`src/rtl/mio_uart_pkg.sv`:
```
// Shared definitions for the MIO UART transmitter: FSM encoding, status bit
// positions and the baud divider calculation.
package mio_uart_pkg;

    typedef enum logic [2:0] {
        ST_IDLE   = 3'd0,
        ST_START  = 3'd1,
        ST_DATA   = 3'd2,
        ST_PARITY = 3'd3,
        ST_STOP   = 3'd4
    } state_t;

    localparam int STAT_BUSY    = 0;
    localparam int STAT_EMPTY   = 1;
    localparam int STAT_FULL    = 2;
    localparam int STAT_OVF     = 3;
    localparam int STAT_CNT_LSB = 4;

    function automatic int calc_div(input int clk_hz, input int baud);
        return clk_hz / baud;
    endfunction

endpackage

```
`src/rtl/mio_uart_if.sv`:
```
// Bus-side connection of the UART transmitter: write strobe, data, overflow
// clear and the status word returned to the read-data mux.
interface mio_uart_if;
    logic        uart_we;
    logic [7:0]  wdata;
    logic        ovf_clr;
    logic [31:0] status;

    modport master (output uart_we, wdata, ovf_clr, input status);
    modport slave  (input uart_we, wdata, ovf_clr, output status);
endinterface

```
`src/rtl/mio_uart_fifo.sv`:
```
// Synchronous byte FIFO with occupancy count; a push into a full FIFO is
// accepted only when a pop happens in the same cycle.
module mio_uart_fifo #(
    parameter int DEPTH  = 8,
    parameter int DATA_W = 8
) (
    input  logic              clk,
    input  logic              rst,
    input  logic              push,
    input  logic              pop,
    input  logic [DATA_W-1:0] wdata,
    output logic [DATA_W-1:0] rdata,
    output logic [3:0]        count,
    output logic              full,
    output logic              empty,
    output logic              ovf_evt
);
    localparam int PW = $clog2(DEPTH);

    logic [DATA_W-1:0] mem [DEPTH];
    logic [PW-1:0]     wr_ptr;
    logic [PW-1:0]     rd_ptr;
    logic              do_push;
    logic              do_pop;

    assign full    = (count == 4'(DEPTH));
    assign empty   = (count == 4'd0);
    assign do_pop  = pop && !empty;
    assign do_push = push && (!full || do_pop);
    assign ovf_evt = push && full && !do_pop;
    assign rdata   = mem[rd_ptr];

    always_ff @(posedge clk) begin
        if (do_push) mem[wr_ptr] <= wdata;
    end

    always_ff @(posedge clk) begin
        if (rst) begin
            wr_ptr <= '0;
            rd_ptr <= '0;
            count  <= 4'd0;
        end else begin
            if (do_push) wr_ptr <= wr_ptr + PW'(1);
            if (do_pop)  rd_ptr <= rd_ptr + PW'(1);
            case ({do_push, do_pop})
                2'b10:   count <= count + 4'd1;
                2'b01:   count <= count - 4'd1;
                default: count <= count;
            endcase
        end
    end
endmodule

```
`src/rtl/mio_uart_tx.sv`:
```
// Memory-mapped UART transmitter: bus writes fill a byte FIFO that is sent 8N1,
// or 8E1 when the UART_PARITY_EN macro is defined.
module mio_uart_tx
    import mio_uart_pkg::*;
#(
    parameter int CLK_HZ     = 100000000,
    parameter int BAUD       = 115200,
    parameter int FIFO_DEPTH = 8
) (
    input  logic      clk,
    input  logic      rst,
    mio_uart_if.slave bus,
    output logic      tx
);
    localparam int DIV = calc_div(CLK_HZ, BAUD);
    localparam int CW  = $clog2(DIV);

    logic [7:0]    fifo_rdata;
    logic [3:0]    count;
    logic          full, empty, ovf_evt, pop;
    logic          ovf, busy, nempty_p1;
    logic [31:0]   status_w;
    state_t        state, state_nx;
    logic [CW-1:0] cnt, cnt_nx;
    logic [2:0]    bit_idx, bit_idx_nx;
    logic [7:0]    shift, shift_nx;
    logic          tx_nx;
`ifdef UART_PARITY_EN
    logic          par, par_nx;
`endif

    mio_uart_fifo #(.DEPTH(FIFO_DEPTH), .DATA_W(8)) u_fifo (
        .clk     (clk),
        .rst     (rst),
        .push    (bus.uart_we),
        .pop     (pop),
        .wdata   (bus.wdata),
        .rdata   (fifo_rdata),
        .count   (count),
        .full    (full),
        .empty   (empty),
        .ovf_evt (ovf_evt)
    );

    assign busy = (state != ST_IDLE);

    always_comb begin
        status_w                        = '0;
        status_w[STAT_BUSY]             = busy;
        status_w[STAT_EMPTY]            = empty;
        status_w[STAT_FULL]             = full;
        status_w[STAT_OVF]              = ovf;
        status_w[STAT_CNT_LSB +: 4]     = count;
    end
    assign bus.status = status_w;

    // Serialiser next-state: IDLE waits one cycle of registered non-empty before popping
    always_comb begin
        state_nx   = state;
        cnt_nx     = cnt;
        bit_idx_nx = bit_idx;
        shift_nx   = shift;
        tx_nx      = tx;
        pop        = 1'b0;
`ifdef UART_PARITY_EN
        par_nx     = par;
`endif
        case (state)
            ST_IDLE: begin
                tx_nx = 1'b1;
                if (nempty_p1 && !empty) begin
                    pop      = 1'b1;
                    shift_nx = fifo_rdata;
                    cnt_nx   = CW'(DIV - 1);
                    tx_nx    = 1'b0;
                    state_nx = ST_START;
`ifdef UART_PARITY_EN
                    par_nx   = ^fifo_rdata;
`endif
                end
            end
            ST_START: begin
                if (cnt == '0) begin
                    state_nx   = ST_DATA;
                    tx_nx      = shift[0];
                    bit_idx_nx = 3'd0;
                    cnt_nx     = CW'(DIV - 1);
                end else begin
                    cnt_nx = cnt - CW'(1);
                end
            end
            ST_DATA: begin
                if (cnt == '0) begin
                    cnt_nx = CW'(DIV - 1);
                    if (bit_idx == 3'd7) begin
`ifdef UART_PARITY_EN
                        state_nx = ST_PARITY;
                        tx_nx    = par;
`else
                        state_nx = ST_STOP;
                        tx_nx    = 1'b1;
`endif
                    end else begin
                        bit_idx_nx = bit_idx + 3'd1;
                        shift_nx   = shift >> 1;
                        tx_nx      = shift[1];
                    end
                end else begin
                    cnt_nx = cnt - CW'(1);
                end
            end
`ifdef UART_PARITY_EN
            ST_PARITY: begin
                if (cnt == '0) begin
                    state_nx = ST_STOP;
                    tx_nx    = 1'b1;
                    cnt_nx   = CW'(DIV - 1);
                end else begin
                    cnt_nx = cnt - CW'(1);
                end
            end
`endif
            ST_STOP: begin
                tx_nx = 1'b1;
                if (cnt == '0) state_nx = ST_IDLE;
                else           cnt_nx   = cnt - CW'(1);
            end
            default: begin
                state_nx = ST_IDLE;
                tx_nx    = 1'b1;
            end
        endcase
    end

    // Control registers
    always_ff @(posedge clk) begin
        if (rst) begin
            state     <= ST_IDLE;
            cnt       <= '0;
            bit_idx   <= 3'd0;
            tx        <= 1'b1;
            ovf       <= 1'b0;
            nempty_p1 <= 1'b0;
        end else begin
            state     <= state_nx;
            cnt       <= cnt_nx;
            bit_idx   <= bit_idx_nx;
            tx        <= tx_nx;
            nempty_p1 <= !empty;
            if (ovf_evt)          ovf <= 1'b1;
            else if (bus.ovf_clr) ovf <= 1'b0;
        end
    end

    // Data registers
    always_ff @(posedge clk) begin
        shift <= shift_nx;
`ifdef UART_PARITY_EN
        par   <= par_nx;
`endif
    end
endmodule
```
`src/flat_wrapper.sv`:
```
// flat-port wrapper written by rule: the top's interface ports become plain ports
module mio_uart_tx_flat import mio_uart_pkg::*;
#(
    parameter int CLK_HZ     = 100000000,
    parameter int BAUD       = 115200,
    parameter int FIFO_DEPTH = 8
)
  (clk, rst, tx, bus_uart_we, bus_wdata, bus_ovf_clr, bus_status);
  mio_uart_if bus_i ();
  input  logic clk;
  input  logic rst;
  output logic tx;
  input wire logic [$bits(bus_i.uart_we)-1:0] bus_uart_we;
  input wire logic [$bits(bus_i.wdata)-1:0] bus_wdata;
  input wire logic [$bits(bus_i.ovf_clr)-1:0] bus_ovf_clr;
  output wire logic [$bits(bus_i.status)-1:0] bus_status;
  assign bus_i.uart_we = bus_uart_we;
  assign bus_i.wdata = bus_wdata;
  assign bus_i.ovf_clr = bus_ovf_clr;
  assign bus_status = bus_i.status;
  mio_uart_tx #(.CLK_HZ(CLK_HZ), .BAUD(BAUD), .FIFO_DEPTH(FIFO_DEPTH)) u_core (.clk(clk), .rst(rst), .bus(bus_i), .tx(tx));
endmodule
```
`config.mk`:
```
export PLATFORM = sky130hd
export DESIGN_NAME = mio_uart_tx_flat
export DESIGN_NICKNAME = d
export VERILOG_FILES = /design/src/rtl/mio_uart_pkg.sv /design/src/rtl/mio_uart_if.sv /design/src/rtl/mio_uart_fifo.sv /design/src/rtl/mio_uart_tx.sv /design/src/flat_wrapper.sv
export SDC_FILE = /design/constraint.sdc
export NUM_CORES = 1
export LEC_CHECK = 0
export BUFFER_PORTS_ARGS = -buffer_cell sky130_fd_sc_hd__buf_2
export CORE_AREA = 2 2 102 104
export DETAILED_ROUTE_END_ITERATION = 7
export DIE_AREA = 0 0 104 106
export HOLD_SLACK_MARGIN = 0.02
export PLACE_DENSITY = 0.64
export REMOVE_ABC_BUFFERS = 1
export SYNTH_ARGS = -nofsm -noshare
export SYNTH_HDL_FRONTEND = slang
export SYNTH_SLANG_ARGS = --single-unit
```
`constraint.sdc`:
```
create_clock -name clk -period 4.85 [get_ports clk]
set_clock_uncertainty 0.05 [all_clocks]
set_input_delay 0.2425 -clock clk [delete_from_list [all_inputs] [get_ports clk]]
set_output_delay 0.2425 -clock clk [all_outputs]
set_load 0.02 [all_outputs]
```
# --- Word-level counts from Yosys, hierarchy flattened ---
# Memory sizes are Yosys's and may differ from the RTL's. A register that Yosys moved wholly into a read port is not among the register bits.
# Cells that the tools add are included.
word_totals:
  regBits: 37
  wordCells: 86
  memories: 1
  input_bits: 12
  output_inout_bits: 33
  ram_bits: 64
classes:
  n_reduce_logical: 24
  eq_ne: 14
  addsub: 6
  n_mux: 31
mem_list:
  columns: ["memory", "depth", "word_bits", "rd", "rd_clocked_by_memory_dff", "wr", "line", "rtl"]
  rows:
  - ["u_core.u_fifo.mem", 8, 8, 1, 1, 1, "mio_uart_fifo.sv:20", "logic [DATA_W-1:0] mem [DEPTH];"]
op_table:
  columns: ["operator", "n"]
  rows:
  - ["$mux W10", 3]
  - ["$pmux W10 S3", 1]
  - ["$mux W3", 9]
  - ["$mux W8", 3]
  - ["$pmux W8 S2", 1]
  - ["$pmux W3 S4", 1]
  - ["$logic_not A10 Y1", 1]
  - ["$mux W1", 10]
  - ["$ne A2 B1 Y1 const B", 5]
  - ["$sub A10 B1 Y10 const B", 1]
  - ["$add A3 B1 Y3 const B", 3]
  - ["$pmux W4 S2", 1]
  - ["$reduce_and A4 Y1", 2]
  - ["$reduce_bool A2 Y1", 4]
  - ["$eq A3 B3 Y1 const B", 2]
  - ["$pmux W3 S2", 1]
  - ["$reduce_bool A3 Y1", 2]
  - ["$logic_and A1 B1 Y1", 5]
  - ["$reduce_and A5 Y1", 1]
  - ["$add A4 B1 Y4 const B", 1]
  - ["$eq A4 B4 Y1 const B", 1]
  - ["$logic_not A4 Y1", 1]
  - ["$ne A2 B2 Y1 const B", 2]
  - ["$sub A4 B1 Y4 const B", 1]
  - ["other kinds (11)", 13]

# --- Depth between registers and ports, before layout ---
logic_depth:
  word_depth: 10
  ltp_mapped: 11
  ltp_nobuf: 10

# --- By module ---
# Synthesis repeated with hierarchy kept, for this count alone.
unflattened:
  cells_unflattened: 364
  hier_area_um2: 4862.2
by_module_without_submodules:
  columns: ["module", "area_per_inst_um2", "seq_area_each_um2", "cells_each", "n_inst"]
  rows:
  - ["mio_uart_fifo", 3116.7, 2182.1, 178, 1]
  - ["mio_uart_tx", 1745.4, 620.6, 186, 1]

# --- Worst setup path after synthesis ---
# No wires, ideal clock.
synth_timing:
  path_kind: "flip-flop to flip-flop"
  start: "reg u_core.state[2]"
  end: "mem u_core.u_fifo.mem[0][0], enable pin"
  setup_ps: 395
  path_slack_ps: 2294
  stages_incl_launch_ff: 6
  required_time_ps: 4405
  arrival_ps: 2111
  n_path_buf: 1
  period_less_slack_ps: 2556
  cell_sequence: "dfxtp_1 or3_1 clkbuf_1 nor2_2 o21ai_2 nor4_1"
synth_between:
  elab_chain_cells: 7
synth_rtl:
  columns: ["item", "line", "rtl"]
  rows:
  - ["from (decl)", "mio_uart_tx.sv:23", "state_t state, state_nx;"]
  - ["from (signal assigned)", "mio_uart_tx.sv:145", "state <= state_nx;"]
  - ["$logic_not A3 Y1", "mio_uart_tx.sv:68", "case (state)"]
  - ["$mux W1", "mio_uart_tx.sv:68", null]
  - ["$logic_and A1 B1 Y1", "mio_uart_fifo.sv:28", "assign do_pop = pop && !empty;"]
  - ["$logic_or A1 B1 Y1", "mio_uart_fifo.sv:29", "assign do_push = push && (!full || do_pop);"]
  - ["$logic_and A1 B1 Y1", "mio_uart_fifo.sv:29", null]
  - ["$mux W1", "mio_uart_fifo.sv:34", "if (do_push) mem[wr_ptr] <= wdata;"]
  - ["$mux W1 (not written as such)", "mio_uart_fifo.sv:34", null]
  - ["to (decl)", "mio_uart_fifo.sv:20", null]
# Every way passes these cells.

# --- Final worst setup path ---
layout_timing:
  start: "reg u_core.state[2]"
  end: "mem u_core.u_fifo.mem[4][1], enable pin"
# The elaborated chain is that of the path after synthesis.

==> summary.md <==
| Metric | Value |
|---|---|
| DRC viols | 0 |
| Kind of critical path | flop to flop |
| Largest net degree at the start of global routing | 40 |
| Syn Area/Cell | 13.2 um2 |
| Post-CTS setup buffers | 0 |
| Met3 Track Usage GR | 3.37% |
| Ports | 45 |
| Status | completed |
| Synthesis Warnings | 0 |
| Die width | roughly 100 um |
| First-pass GRT wire length | 13.8 mm |
| Total clock buffers created by CTS | 9 |
| M1 GR Usage | 22.2% |
| Core area | 10000 um2 |
| Max-capacitance violation count | 0 |
| Layout Nets | 391 |
| Die Area | 11000 um2 |
| Area grow syn2layout | 5.52% |
| Critical-path top delay cell | nor3_1 |
| Most numerous cell in the Yosys netlist | edfxtp_1 |
| Slew margin rel. | between 20% and 30% |
| Routed via count | approximately 2800 |
| Worst-Margin Slew | 1.17 ns |
| Clock transition at path regs | around 0.10 ns |
| # rows | 37 |
| Top FF cell, synth | edfxtp_1 |
| Final Hold Fails | 0 |
| CP Cell Sequence | or3_1 > nor2_2 > o211ai_1 > nor3_1 |
| Syn Std Cell Area | 4760 um2 |
| Final period util | 61.2% |
| F_max | 337 MHz |
| Routed Antenna Nets | 0 |
| Via density per instance | ~5.4 |
| Hold-fix buffers, CTS | 0 |
| Initial DRC count | 203 |
| Worst Hold Class | input port to flop |
| Initial core utilization | 47.6% |
| Setup repair after global routing missed its margin | false |
| Met2 usage | 26.3% |
| Chip height | 106 um |
| Synth area leader | edfxtp_1 |
| CP Capture Type | flop |
| Routed wire length | 8.67 mm |
| FF+latch count, synth | 104 |
| Initial antenna violation count | 0 |
| VDD IR-drop max | 193 uV |
| Ys async rst share | 0% |
| H-tree Lvls | 3 |
| Avg WL per Cell | about 17 um |
| Detailed Place HPWL | roughly 6 mm |
| Arr. time, crit path | 2.90 ns |
| CTS resizes | 0 |
| Synth top cells by count | edfxtp_1, dfxtp_1, buf_4, nor2_1, nand2_1 |
| Bufs and invs on worst path | 0 |
| Total congestion overflow | 0 |
| Layout cell share with drive strength beyond 1 | between 15 and 20% |
| Synth cell types | between 50 and 60 |
| P_leak | roughly 1.7 nW |
| Max incr delay on CP | 0.94 ns |
| Tmin final | 2.97 ns |
| Top Usage Layer GRT | met2 |
| Setup-failing EPs final | 0 |
| Area contributors post-synth | edfxtp_1, dfxtp_1, mux4_2 |
| # diodes | 0 |
| GP Congestion | 0.758 |
| Core Util, Final | 50.2% |
| Post-synth EDFFs | 72 |
| Pwr per Cell Area | 417 nW/um2 |
| Clock Tree Root | clkbuf_8 |
| Setup TNS | 0 ns |
| Worst hold slack | 0.117 ns |
| Post-Syn Instances | 362 |
| Latest clock arrival within the worst-skew pair | 0.37 ns |
| CTS Buffer Depth | 2 |
| Sequential-to-total area share from yosys stat | 58.9% |
| Top delay family on crit path | simple AND/OR/NAND/NOR gates |
| Sink Count | about 100 |
| Critical path fanouts, max | 16 |
| Vias in the first global route | 2612 |
| Worst EP required | 4.78 ns |
| Total power | 0.00209 W |
| CTS tree | built |
| Share of the synthesized area in the top cell type | 45.4% |
| Pre-antenna DRT Iters | 4 |
| Slew Viols, Final | 0 |
| Tot GR Track Use | 16.4% |
| Port Buf Inserts | 20 |
| Startpoint Class | flop |
## path summary, 6_finish.rpt
path	slack (ns)	start	endpoint	cells after the start
max	1.88	u_core.state[2]	u_core.u_fifo.mem[4][1]	4
min	0.12	bus_ovf_clr	u_core.ovf	4
max reg2reg	1.88	u_core.state[2]	u_core.u_fifo.mem[4][1]	4
min reg2reg	0.42	u_core.cnt[0]	u_core.cnt[0]	1
## state kept, by name, indices dropped and copies added (netlist names), named ones only
signal	flops
u_core.u_fifo.mem	64
u_core.cnt	10
u_core.shift	8
u_core.u_fifo.count	4
u_core.bit_idx	3
u_core.state	3
u_core.u_fifo.rd_ptr	3
u_core.u_fifo.wr_ptr	3
u_core.nempty_p1	1
u_core.ovf	1
u_core.tx	1
## stage by stage
stage / instance area (um2) / setup slack [ns] / cells
2_1_floorplan: 4560 / 2.14 / 341
3_3_place_gp: 4840 / 1.98 / 498
3_5_place_dp: 4840 / 1.87 / 498
4_1_cts: 5020 / 1.85 / 514
5_1_grt: 5020 / 1.62 / 514
6_report: 5020 / 1.88 / 514
## cells in the final DEF (no fill, tap or decap), types with 3 or more instances in the layout
cell      count
edfxtp_1     72
dfxtp_1      32
nor2_1       28
conb_1       24
buf_2        20
nand2_1      18
mux4_2       16
nor3_1       14
mux2i_1      13
o21ai_1       9
clkbuf_8      9
o21ai_0       7
nand3_1       7
inv_1         6
nor3b_1       6
a211oi_1      6
ha_1          6
xor2_1        5
nand2b_1      5
nand4_1       5
or3_1         4
nor4_1        4
a21oi_1       4
o21a_1        4
mux2_1        4
o211ai_1      3
a22oi_1       3
clkinv_4      3
## cells by family (layout without fill, tap and decap cells)
kind of cell	Yosys count	after routing	synth area share, %
xor+xnor	7	7	1.29
buf+inv	50	43	6.49
simple gates	112	112	13.1
other cells	1	24	0.0788
compound gates	48	48	7.12
flops	104	104	58.9
mux	34	34	11.5
fa+ha+maj	6	6	1.58
## where the power goes
part / total [W] / internal [W] / leakage [nW] / switching (W)
sequential: 0.00109 / 0.00102 / 0.915 / 0.0000756
clock: 0.000510 / 0.000197 / 0.0953 / 0.000313
combinational: 0.000492 / 0.000207 / 0.724 / 0.000285
total: 0.00209 / 0.00142 / 1.73 / 0.000673
## layer usage
layer	share of wire, %	wire, um
met4	1.1	92
met3	4.2	366
met5	0	0
met2	48	4130
met1	47	4070
## tightest hold or removal path, cell delays in order
cell	delay, ns
buf_2	0.10
inv_1	0.04
a32oi_1	0.04
nor2_1	0.08
## final cells by class
cell class              instances  area, um2
clock buffers                   9        124
clock inverters                 7       61.3
fillers                       890       4980
inverters                       6       22.5
multi-input cells             231       1740
flip-flops and latches        104       2800
well taps                     136        170
repair buffers                 21        108
Note: power is estimated with default switching activity, not from simulation.
